`config.mk`:
```
export PLATFORM = sky130hd
export DESIGN_NAME = fb_pixel_fetch
export DESIGN_NICKNAME = d
export VERILOG_FILES = /design/src/rtl/vga_pkg.sv /design/src/rtl/fb_fifo.sv /design/src/rtl/fb_pixel_fetch.sv
export SDC_FILE = /design/constraint.sdc
export NUM_CORES = 1
export LEC_CHECK = 0
export ABC_AREA = 1
export ABC_CLOCK_PERIOD_IN_PS = 5600
export BUFFER_PORTS_ARGS = -buffer_cell sky130_fd_sc_hd__buf_2
export CORE_ASPECT_RATIO = 1.2
export CORE_MARGIN = 2
export CORE_UTILIZATION = 45
export CTS_CLUSTER_DIAMETER = 40
export DETAILED_ROUTE_END_ITERATION = 10
export HOLD_SLACK_MARGIN = 0.03
export PLACE_DENSITY = 0.64
export SYNTH_ARGS = -nofsm -noshare
export SYNTH_HDL_FRONTEND = slang
export SYNTH_SLANG_ARGS = --single-unit
```
`constraint.sdc`:
```
create_clock -name clk -period 5.6 [get_ports clk]
set_input_delay 0.84 -clock clk [delete_from_list [all_inputs] [get_ports clk]]
set_output_delay 0.84 -clock clk [all_outputs]
set_load 0.02 [all_outputs]
```
`src/rtl/vga_pkg.sv`:
```
// Shared video timing constants and the pixel-fetch FSM state type.
package vga_pkg;
   localparam int H_ACTIVE  = 800;
   localparam int H_TOTAL   = 1040;
   localparam int V_ACTIVE  = 600;
   localparam int V_TOTAL   = 666;
   localparam int FB_PIXELS = 480000;

   typedef enum logic [1:0] {
      S_SYNC,
      S_FETCH,
      S_DONE
   } fetch_state_t;
endpackage

```
`src/rtl/fb_fifo.sv`:
```
// Single-clock pixel FIFO with occupancy output and a synchronous flush.
module fb_fifo #(
   parameter int DEPTH = 16,
   parameter int WIDTH = 24,
   localparam int AW = $clog2(DEPTH),
   localparam int CW = AW + 1
) (
   input  logic             clk,
   input  logic             rst,
   input  logic             i_flush,
   input  logic             i_push,
   input  logic [WIDTH-1:0] i_data,
   input  logic             i_pop,
   output logic [WIDTH-1:0] o_data,
   output logic [CW-1:0]    o_count,
   output logic             o_empty
);
   logic [WIDTH-1:0] r_mem [DEPTH];
   logic [AW-1:0]    r_wrPtr;
   logic [AW-1:0]    r_rdPtr;
   logic [CW-1:0]    r_count;
   logic             w_pop;

   assign o_empty = (r_count == '0);
   assign w_pop   = i_pop && !o_empty;
   assign o_data  = r_mem[r_rdPtr];
   assign o_count = r_count;

   always_ff @(posedge clk) begin
      if (rst || i_flush) begin
         r_wrPtr <= '0;
         r_rdPtr <= '0;
         r_count <= '0;
      end else begin
         if (i_push) r_wrPtr <= r_wrPtr + AW'(1);
         if (w_pop)  r_rdPtr <= r_rdPtr + AW'(1);
         case ({i_push, w_pop})
            2'b10:   r_count <= r_count + CW'(1);
            2'b01:   r_count <= r_count - CW'(1);
            default: r_count <= r_count;
         endcase
      end
   end

   // Storage carries no reset; only the pointers define what is valid.
   always_ff @(posedge clk) begin
      if (i_push && !i_flush) r_mem[r_wrPtr] <= i_data;
   end
endmodule

```
`src/rtl/fb_pixel_fetch.sv`:
```
// Framebuffer reader: prefetches RGB words into a FIFO and pops one per active pixel.
// Define FB_TEST_PATTERN_EN to replace memory data with eight vertical colour bars.
module fb_pixel_fetch
   import vga_pkg::*;
#(
   parameter int FIFO_DEPTH = 16,
   parameter int ADDR_W     = 19
) (
   input  logic              clk,
   input  logic              rst,
   input  logic              pix_en,
   input  logic [10:0]       count,
   input  logic [9:0]        line,
   output logic              mem_req,
   output logic [ADDR_W-1:0] mem_addr,
   input  logic              mem_ack,
   input  logic [23:0]       mem_data,
   output logic [7:0]        red,
   output logic [7:0]        green,
   output logic [7:0]        blue,
   output logic              underflow
);
   localparam int CW = $clog2(FIFO_DEPTH) + 1;
   localparam logic [ADDR_W-1:0] LAST_ADDR = ADDR_W'(FB_PIXELS);

   fetch_state_t      r_state, w_nextState;
   logic [ADDR_W-1:0] r_addrCnt;
   logic              r_memReq;
   logic [ADDR_W-1:0] r_memAddr;
   logic              r_discard;
   logic [23:0]       r_rgb;
   logic              r_underflow;
   logic              w_active, w_frameStart, w_ackValid, w_push, w_pop;
   logic              w_fetching, w_issue;
   logic [23:0]       w_fifoData;
   logic [CW-1:0]     w_fifoCount;
   logic              w_fifoEmpty;

   assign w_active     = pix_en && (count < 11'(H_ACTIVE)) && (line < 10'(V_ACTIVE));
   assign w_frameStart = pix_en && (count == 11'd0) && (line == 10'(V_ACTIVE));
   assign w_ackValid   = mem_ack && r_memReq;
   assign w_push       = w_ackValid && !r_discard && !w_frameStart;
   assign w_pop        = w_active && !w_fifoEmpty;

   fb_fifo #(.DEPTH(FIFO_DEPTH), .WIDTH(24)) u_fifo (
      .clk     (clk),
      .rst     (rst),
      .i_flush (w_frameStart),
      .i_push  (w_push),
      .i_data  (mem_data),
      .i_pop   (w_pop),
      .o_data  (w_fifoData),
      .o_count (w_fifoCount),
      .o_empty (w_fifoEmpty)
   );

   always_ff @(posedge clk) begin
      if (rst) r_state <= S_SYNC;
      else     r_state <= w_nextState;
   end

   always_comb begin
      w_nextState = r_state;
      case (r_state)
         S_SYNC:  if (w_frameStart) w_nextState = S_FETCH;
         S_FETCH: if (!w_frameStart && r_addrCnt == LAST_ADDR) w_nextState = S_DONE;
         S_DONE:  if (w_frameStart) w_nextState = S_FETCH;
         default: w_nextState = S_SYNC;
      endcase
   end

   // Counter reaching the frame size blocks issue in the same clk the FSM leaves S_FETCH.
   always_comb begin
      w_fetching = (r_state == S_FETCH) && (r_addrCnt != LAST_ADDR);
`ifdef FB_TEST_PATTERN_EN
      w_issue    = 1'b0;
`else
      w_issue    = w_fetching && !r_memReq && !w_frameStart &&
                   (w_fifoCount < CW'(FIFO_DEPTH));
`endif
   end

   // A request straddling frame-start still completes, but its word belongs to the old frame.
   always_ff @(posedge clk) begin
      if (rst) begin
         r_memReq  <= 1'b0;
         r_memAddr <= '0;
         r_discard <= 1'b0;
      end else begin
         if (w_ackValid) begin
            r_memReq  <= 1'b0;
            r_discard <= 1'b0;
         end else if (w_issue) begin
            r_memReq  <= 1'b1;
            r_memAddr <= r_addrCnt;
         end
         if (w_frameStart && r_memReq && !mem_ack) r_discard <= 1'b1;
      end
   end

   always_ff @(posedge clk) begin
      if (rst || w_frameStart) r_addrCnt <= '0;
      else if (w_push)         r_addrCnt <= r_addrCnt + ADDR_W'(1);
   end

`ifdef FB_TEST_PATTERN_EN
   logic [2:0]  w_bar;
   logic [23:0] w_barColour;
   assign w_bar       = 3'(count / 11'd100);
   assign w_barColour = {{8{w_bar[2]}}, {8{w_bar[1]}}, {8{w_bar[0]}}};
`endif

   always_ff @(posedge clk) begin
      if (rst) begin
         r_rgb       <= '0;
         r_underflow <= 1'b0;
      end else if (pix_en) begin
`ifdef FB_TEST_PATTERN_EN
         r_rgb <= w_active ? w_barColour : 24'd0;
`else
         if (w_pop) begin
            r_rgb <= w_fifoData;
         end else begin
            r_rgb <= '0;
            if (w_active) r_underflow <= 1'b1;
         end
`endif
      end
   end

   assign mem_req   = r_memReq;
   assign mem_addr  = r_memAddr;
   assign red       = r_rgb[23:16];
   assign green     = r_rgb[15:8];
   assign blue      = r_rgb[7:0];
   assign underflow = r_underflow;
endmodule

```
After elaboration in Yosys (flattened, before gate mapping)
Memory sizes are Yosys's and may differ from the RTL's. A register that Yosys moved wholly into a read port is not among the register bits.
Index checks and enable logic that the tools add are counted.
{"block": "totals", "register_bits": 80, "latchBits": 0, "ram_bits": 384, "romBits": 0, "input_bits": 49, "wordCells": 74, "memories": 1}
{"memory": "u_fifo.r_mem", "depth": 16, "word_bits": 24, "read_ports": 1, "rd_clocked_by_memory_dff": 1, "write_ports": 1, "line": "fb_fifo.sv:18", "rtl": "logic [WIDTH-1:0] r_mem [DEPTH];"}
{"block": "classes", "n_addsub": 5, "mul": 0, "n_div": 0, "order_cmp": 3, "n_eq_ne": 9, "n_shift": 0, "n_mux": 11, "n_bitwise": 2, "n_reduce_logical": 33}
{"cell": "$mux W24", "count": 1}
{"cell": "$add A19 B1 Y19 const B", "count": 1}
{"cell": "$eq A19 B19 Y1 const B", "count": 1}
{"cell": "$ne A19 B19 Y1 const B", "count": 1}
{"cell": "$logic_and A1 B1 Y1", "count": 17}
{"cell": "$logic_not A11 Y1", "count": 1}
{"cell": "$lt A11 B10 Y1 const B", "count": 1}
{"cell": "$eq A10 B10 Y1 const B", "count": 1}
{"cell": "$lt A10 B10 Y1 const B", "count": 1}
{"cell": "$pmux W5 S2", "count": 1}
{"cell": "$add A4 B1 Y4 const B", "count": 2}
{"cell": "$mux W4", "count": 2}
{"cell": "$add A5 B1 Y5 const B", "count": 1}
{"cell": "$logic_not A1 Y1", "count": 5}
{"cell": "$logic_not A5 Y1", "count": 1}
{"cell": "$lt A5 B5 Y1 const B", "count": 1}
{"cell": "$sub A5 B1 Y5 const B", "count": 1}
{"cell": "$eq A2 B1 Y1 const B", "count": 2}
{"cell": "$eq A2 B2 Y1 const B", "count": 2}
{"cell": "$mux W1", "count": 4}
{"cell": "$mux W2", "count": 2}
{"cell": "$pmux W2 S2", "count": 1}
{"cell": "$reduce_and A2 Y1", "count": 2}
{"cell": "$reduce_bool A2 Y1", "count": 2}
{"cell": "other kinds (7)", "count": 9}

Longest topological paths before layout
{"block": "logic_depth", "depth_word": 8, "mapped_depth": 19}

Modules after synthesis
A second synthesis with hierarchy kept.
{"block": "unflattened", "hier_cells": 1853, "hier_area_um2": 19707.7}
{"mod": "fb_fifo", "n_inst": 1, "cells_each": 1346, "area_each_um2": 16472.0}
{"mod": "fb_pixel_fetch", "n_inst": 1, "cells_each": 507, "area_each_um2": 3235.6}

Worst setup path before layout
OpenSTA, ideal clock, no wires.
{"block": "synth_path", "path_type": "input to register", "start": "input pix_en", "end": "memory u_fifo.r_mem[0][0], enable pin", "arrival_ns": 2.760, "required_ns": 5.195, "setup_slack_ns": 2.435, "cell_stages": 11, "cell_sequence": "inv_2 nor2_4 nand2_1 nor2_1 nand3_2 nand2_2 buf_6 inv_2 buf_2 nand2_1 nor2_1"}
{"block": "synth_via", "elab_chain_cells": 7}
{"element": "start, declared", "line": "fb_pixel_fetch.sv:11", "rtl": "input logic pix_en,"}
{"element": "$logic_and A1 B1 Y1 (*) (2 in series)", "line": "fb_pixel_fetch.sv:40", "rtl": "assign w_frameStart = pix_en && (count == 11'd0) && (line == 10'(V_ACTIVE));"}
{"element": "$logic_not A1 Y1 (*)", "line": "fb_fifo.sv:47, fb_pixel_fetch.sv:42"}
{"element": "$logic_and A1 B1 Y1", "line": "fb_pixel_fetch.sv:42", "rtl": "assign w_push = w_ackValid && !r_discard && !w_frameStart;"}
{"element": "$logic_and A1 B1 Y1 (*)", "line": "fb_fifo.sv:47", "rtl": "if (i_push && !i_flush) r_mem[r_wrPtr] <= i_data;"}
{"element": "$mux W1 (*)", "line": "fb_fifo.sv:47"}
{"element": "$mux W1 (implied by the code) (*)", "line": "fb_fifo.sv:47"}
{"element": "end, declared", "line": "fb_fifo.sv:18"}
Mark *: on every way between the ends. The rest lies on a longest branch, timed or not.

Final worst setup path
{"block": "layout_path", "start": "input pix_en", "end": "memory u_fifo.r_mem[10][16], enable pin"}
Same word-level chain as after synthesis.

==> tab_implementation.tex <==
\begin{tabular}{lr}
\hline
Metric & Value \\
\hline
\multicolumn{2}{l}{\textbf{Route}} \\
Total wirelength of the detailed-routed design & approximately 44000 um \\
Met2 layer wire length in the routed design & 21300 um \\
Total number of vias & 12500 \\
Router iterations before antenna repair & 5 \\
Number of nets with antenna violations after routing & 0 \\
Initial drt markers & approximately 1100 \\
Number of DRC violations after detailed routing & 0 \\
Metal-1 WL & 18600 um \\
Vias per inst & 5.54 \\
Avg WL per Cell & 19.5 um \\
Uppermost layer routed & met5 \\
Met3 routed wirelength & $\sim$2500 um \\
\multicolumn{2}{l}{\textbf{Finish}} \\
Footprint of the multi-input gates & 0.00498 mm2 \\
Filler cells & 3626 \\
Final net count & 1718 \\
Final cell area excluding filler cells & 0.0217 mm2 \\
Sequential cell area in the final layout & between 0.01 and 0.015 mm2 \\
Fraction of final layout cells sized beyond drive strength 1 & 0.139 \\
ANT cells & 0 \\
Final core utilization & 0.521 \\
Post-synthesis to final-layout area growth & 15.1\% \\
Count of placed standard cells in the final layout, fillers left out & $\sim$2300 \\
\multicolumn{2}{l}{\textbf{Place}} \\
Placed cells & 2147 \\
Port bufs & 93 \\
Global placer's final weighted congestion & $\sim$0.80 \\
Pre-CTS setup slack & between 1.5 and 2 ns \\
Area post-placement & 0.0197 mm2 \\
DP HPWL & 24400 um \\
\multicolumn{2}{l}{\textbf{Timing}} \\
Setup repair after global routing missed its margin & false \\
Period Utilization, post-route & 0.572 \\
Number of pins exceeding their max-slew limit in the final report & 0 \\
Worst Slack Setup Final & 2.40 ns \\
Worst-case clock skew & 0.0178 ns \\
Max Clock Freq & 0.312 GHz \\
Final setup violation count & 0 \\
Setup TNS & 0 ns \\
Final count of hold timing violations & 0 \\
Tightest slew margin relative to the limit & 0.252 \\
Worst hold-check slack & $\sim$0.45 ns \\
Min cycle time layout & 3.20 ns \\
Slew at the pin closest to its max-slew limit & 1.12 ns \\
\multicolumn{2}{l}{\textbf{Setup path}} \\
Timing startpoint of the critical path & pix\_en \\
Arrival time of the worst setup path & 3.40 ns \\
Sort of element at the end of the critical path & register \\
Crit path required time & 5.80 ns \\
Critical Setup Path Class & primary input to register \\
Highest fanout seen on the critical path & 26 \\
Critical Path Source Type & primary input \\
\multicolumn{2}{l}{\textbf{Die}} \\
Std-Cell Rows & 82 \\
Die X & 191 um \\
Io pins & 94 \\
Area of the die & 0.0435 mm2 \\
Chip Height & roughly 230 um \\
Core Box Area & 0.0416 mm2 \\
Initial Util & 0.453 \\
\multicolumn{2}{l}{\textbf{Power and ir drop}} \\
Worst VDD drop & about 0.30 mV \\
Post-layout total power & 7.56 mW \\
Power density over cell area & 349 mW/mm2 \\
Static Leak & about 7.5 nW \\
\multicolumn{2}{l}{\textbf{Clocking}} \\
Total clock sinks & 468 \\
Buffers inserted by post-CTS timing repair & 0 \\
Number of buffers on the longest clock path & 3 \\
Clk Latency, worst-skew pair & 0.59 ns \\
Number of H-tree levels & 2 \\
Total of cells resized after clock tree synthesis & 0 \\
Clock-pin slew on the worst setup and hold paths & 0.05 ns \\
CTS tree & done \\
Number of buffers added by the clock tree synthesis step & 56 \\
Root Driver & clkbuf\_16 \\
Hold Buf Count CTS & 0 \\
\multicolumn{2}{l}{\textbf{Logic synthesis}} \\
Total number of yosys warnings & 0 \\
Yosys top cell area share & 0.613 \\
Top area cells in the synthesized netlist & edfxtp\_1 61\%, dfxtp\_1 8.9\%, nand2\_1 8.1\%, a21oi\_1 6.2\%, a22oi\_1 1.9\% \\
Cell types with the highest counts after synthesis & 406 x nand2\_1, 384 x edfxtp\_1, 234 x a21oi\_1 \\
Primary flip-flop cell chosen by synthesis mapping & edfxtp\_1 \\
Net count after synthesis & $\sim$1700 \\
Mean area per synthesized cell & $\sim$12 um2 \\
Largest area contributor in the synthesized netlist & edfxtp\_1 \\
Post-synth ARST share & 0 \\
Number of distinct library cell variants in the gate-level netlist after synthesis & 37 \\
Number of enable flip-flop cells after synthesis & $\sim$380 \\
Most repeated cell in the gate-level netlist after synthesis & nand2\_1 \\
Number of storage elements in the synthesis netlist & around 470 \\
Netlist area before placement & roughly 0.019 mm2 \\
Number of instances in the synthesized netlist & 1595 \\
Share of synthesized area occupied by flip-flops and latches & 0.702 \\
\multicolumn{2}{l}{\textbf{Worst hold path}} \\
Worst min-delay path startpoint & mem\_addr[8] \\
Hold crit path type & register to register \\
\multicolumn{2}{l}{\textbf{Status}} \\
Result of the run & completed \\
\multicolumn{2}{l}{\textbf{Global routing}} \\
Final global-route overflow total & 0 \\
Global-route wire length before repair & 68500 um \\
Largest net degree at the start of global routing & $\sim$160 \\
Vias in the first global route & around 12000 \\
GR Util All Layers & 0.202 \\
Initial antenna violation count & 2 \\
\multicolumn{2}{l}{\textbf{Job}} \\
Number of max-cap violations & 0 \\
\hline
\end{tabular}
==> sequential cells by signal, indices dropped and copies added (netlist names), named ones only <==
register        count
r_discard           1
u_fifo.r_rdPtr      4
r_rgb              24
u_fifo.r_wrPtr      4
r_addrCnt          19
r_state             2
mem_req             1
u_fifo.o_count      5
underflow           1
u_fifo.r_mem      384
mem_addr           19
==> cell families (layout without fill, tap and decap cells) <==
logic type,Yosys count,in the layout,synth area share
AND/OR/NAND/NOR,543,543,0.120
flip-flops,468,468,0.702
AO/OA/AOI/OAI,394,394,0.128
buffers and inverters,171,283,0.0394
adder cells (fa/ha/maj),10,10,0.00665
XOR/XNOR,9,9,0.00419
==> critical path, stage by stage <==
cell and delay (ns):
buf_2 0.10, inv_2 0.49, nor2_4 0.05, nand2_1 0.08, nor2_1 0.04, nand3_2 0.11, nand2_2 0.25, inv_2 0.32
nand2_1 0.29, nor2_4 0.81
==> cell type report <==
class / count / area share
Sequential cell: 468 / 0.610
Multi-Input combinational cell: 956 / 0.230
Clock buffer: 68 / 0.0682
Tap cell: 546 / 0.0315
Timing Repair Buffer: 105 / 0.0262
Clock inverter: 38 / 0.0209
Inverter: 72 / 0.0128
==> final timing paths <==
check | to | slack (ns) | cells after the start
hold reg to reg | mem_addr[8] | 0.45 | 2
setup reg to reg | r_rgb[3] | 2.59 | 7
hold / removal | mem_addr[8] | 0.45 | 2
setup / recovery | u_fifo.r_mem[10][16] | 2.40 | 10
==> per-layer routing <==
layer / up-vias / global-route usage
li1: 5916 / -
met1: 6083 / 0.265
met2: 391 / 0.333
met3: 81 / 0.0363
met4: 4 / 0.0802
met5: - / 0
==> cells in the final DEF (no fill, tap or decap), drive strengths merged, types with 9 or more instances in the layout <==
cell,count
nand3,43
ha,10
dfxtp,84
nand4,14
nor2,54
o211ai,32
buf,105
nor3,9
o21ai,28
edfxtp,384
clkinv,16
inv,83
a32o,32
a22oi,48
o311ai,16
nand2,409
a21oi,235
clkbuf,68
==> power breakdown <==
group / switching [mW] / internal (mW) / total [mW]
Combinational: 0.0685 / 0.0175 / 0.0860
Sequential: 0.000123 / 3.76 / 3.76
Clock: 1.45 / 2.27 / 3.72
Total: 1.52 / 6.05 / 7.56
Power figures use the tool's default switching activity.
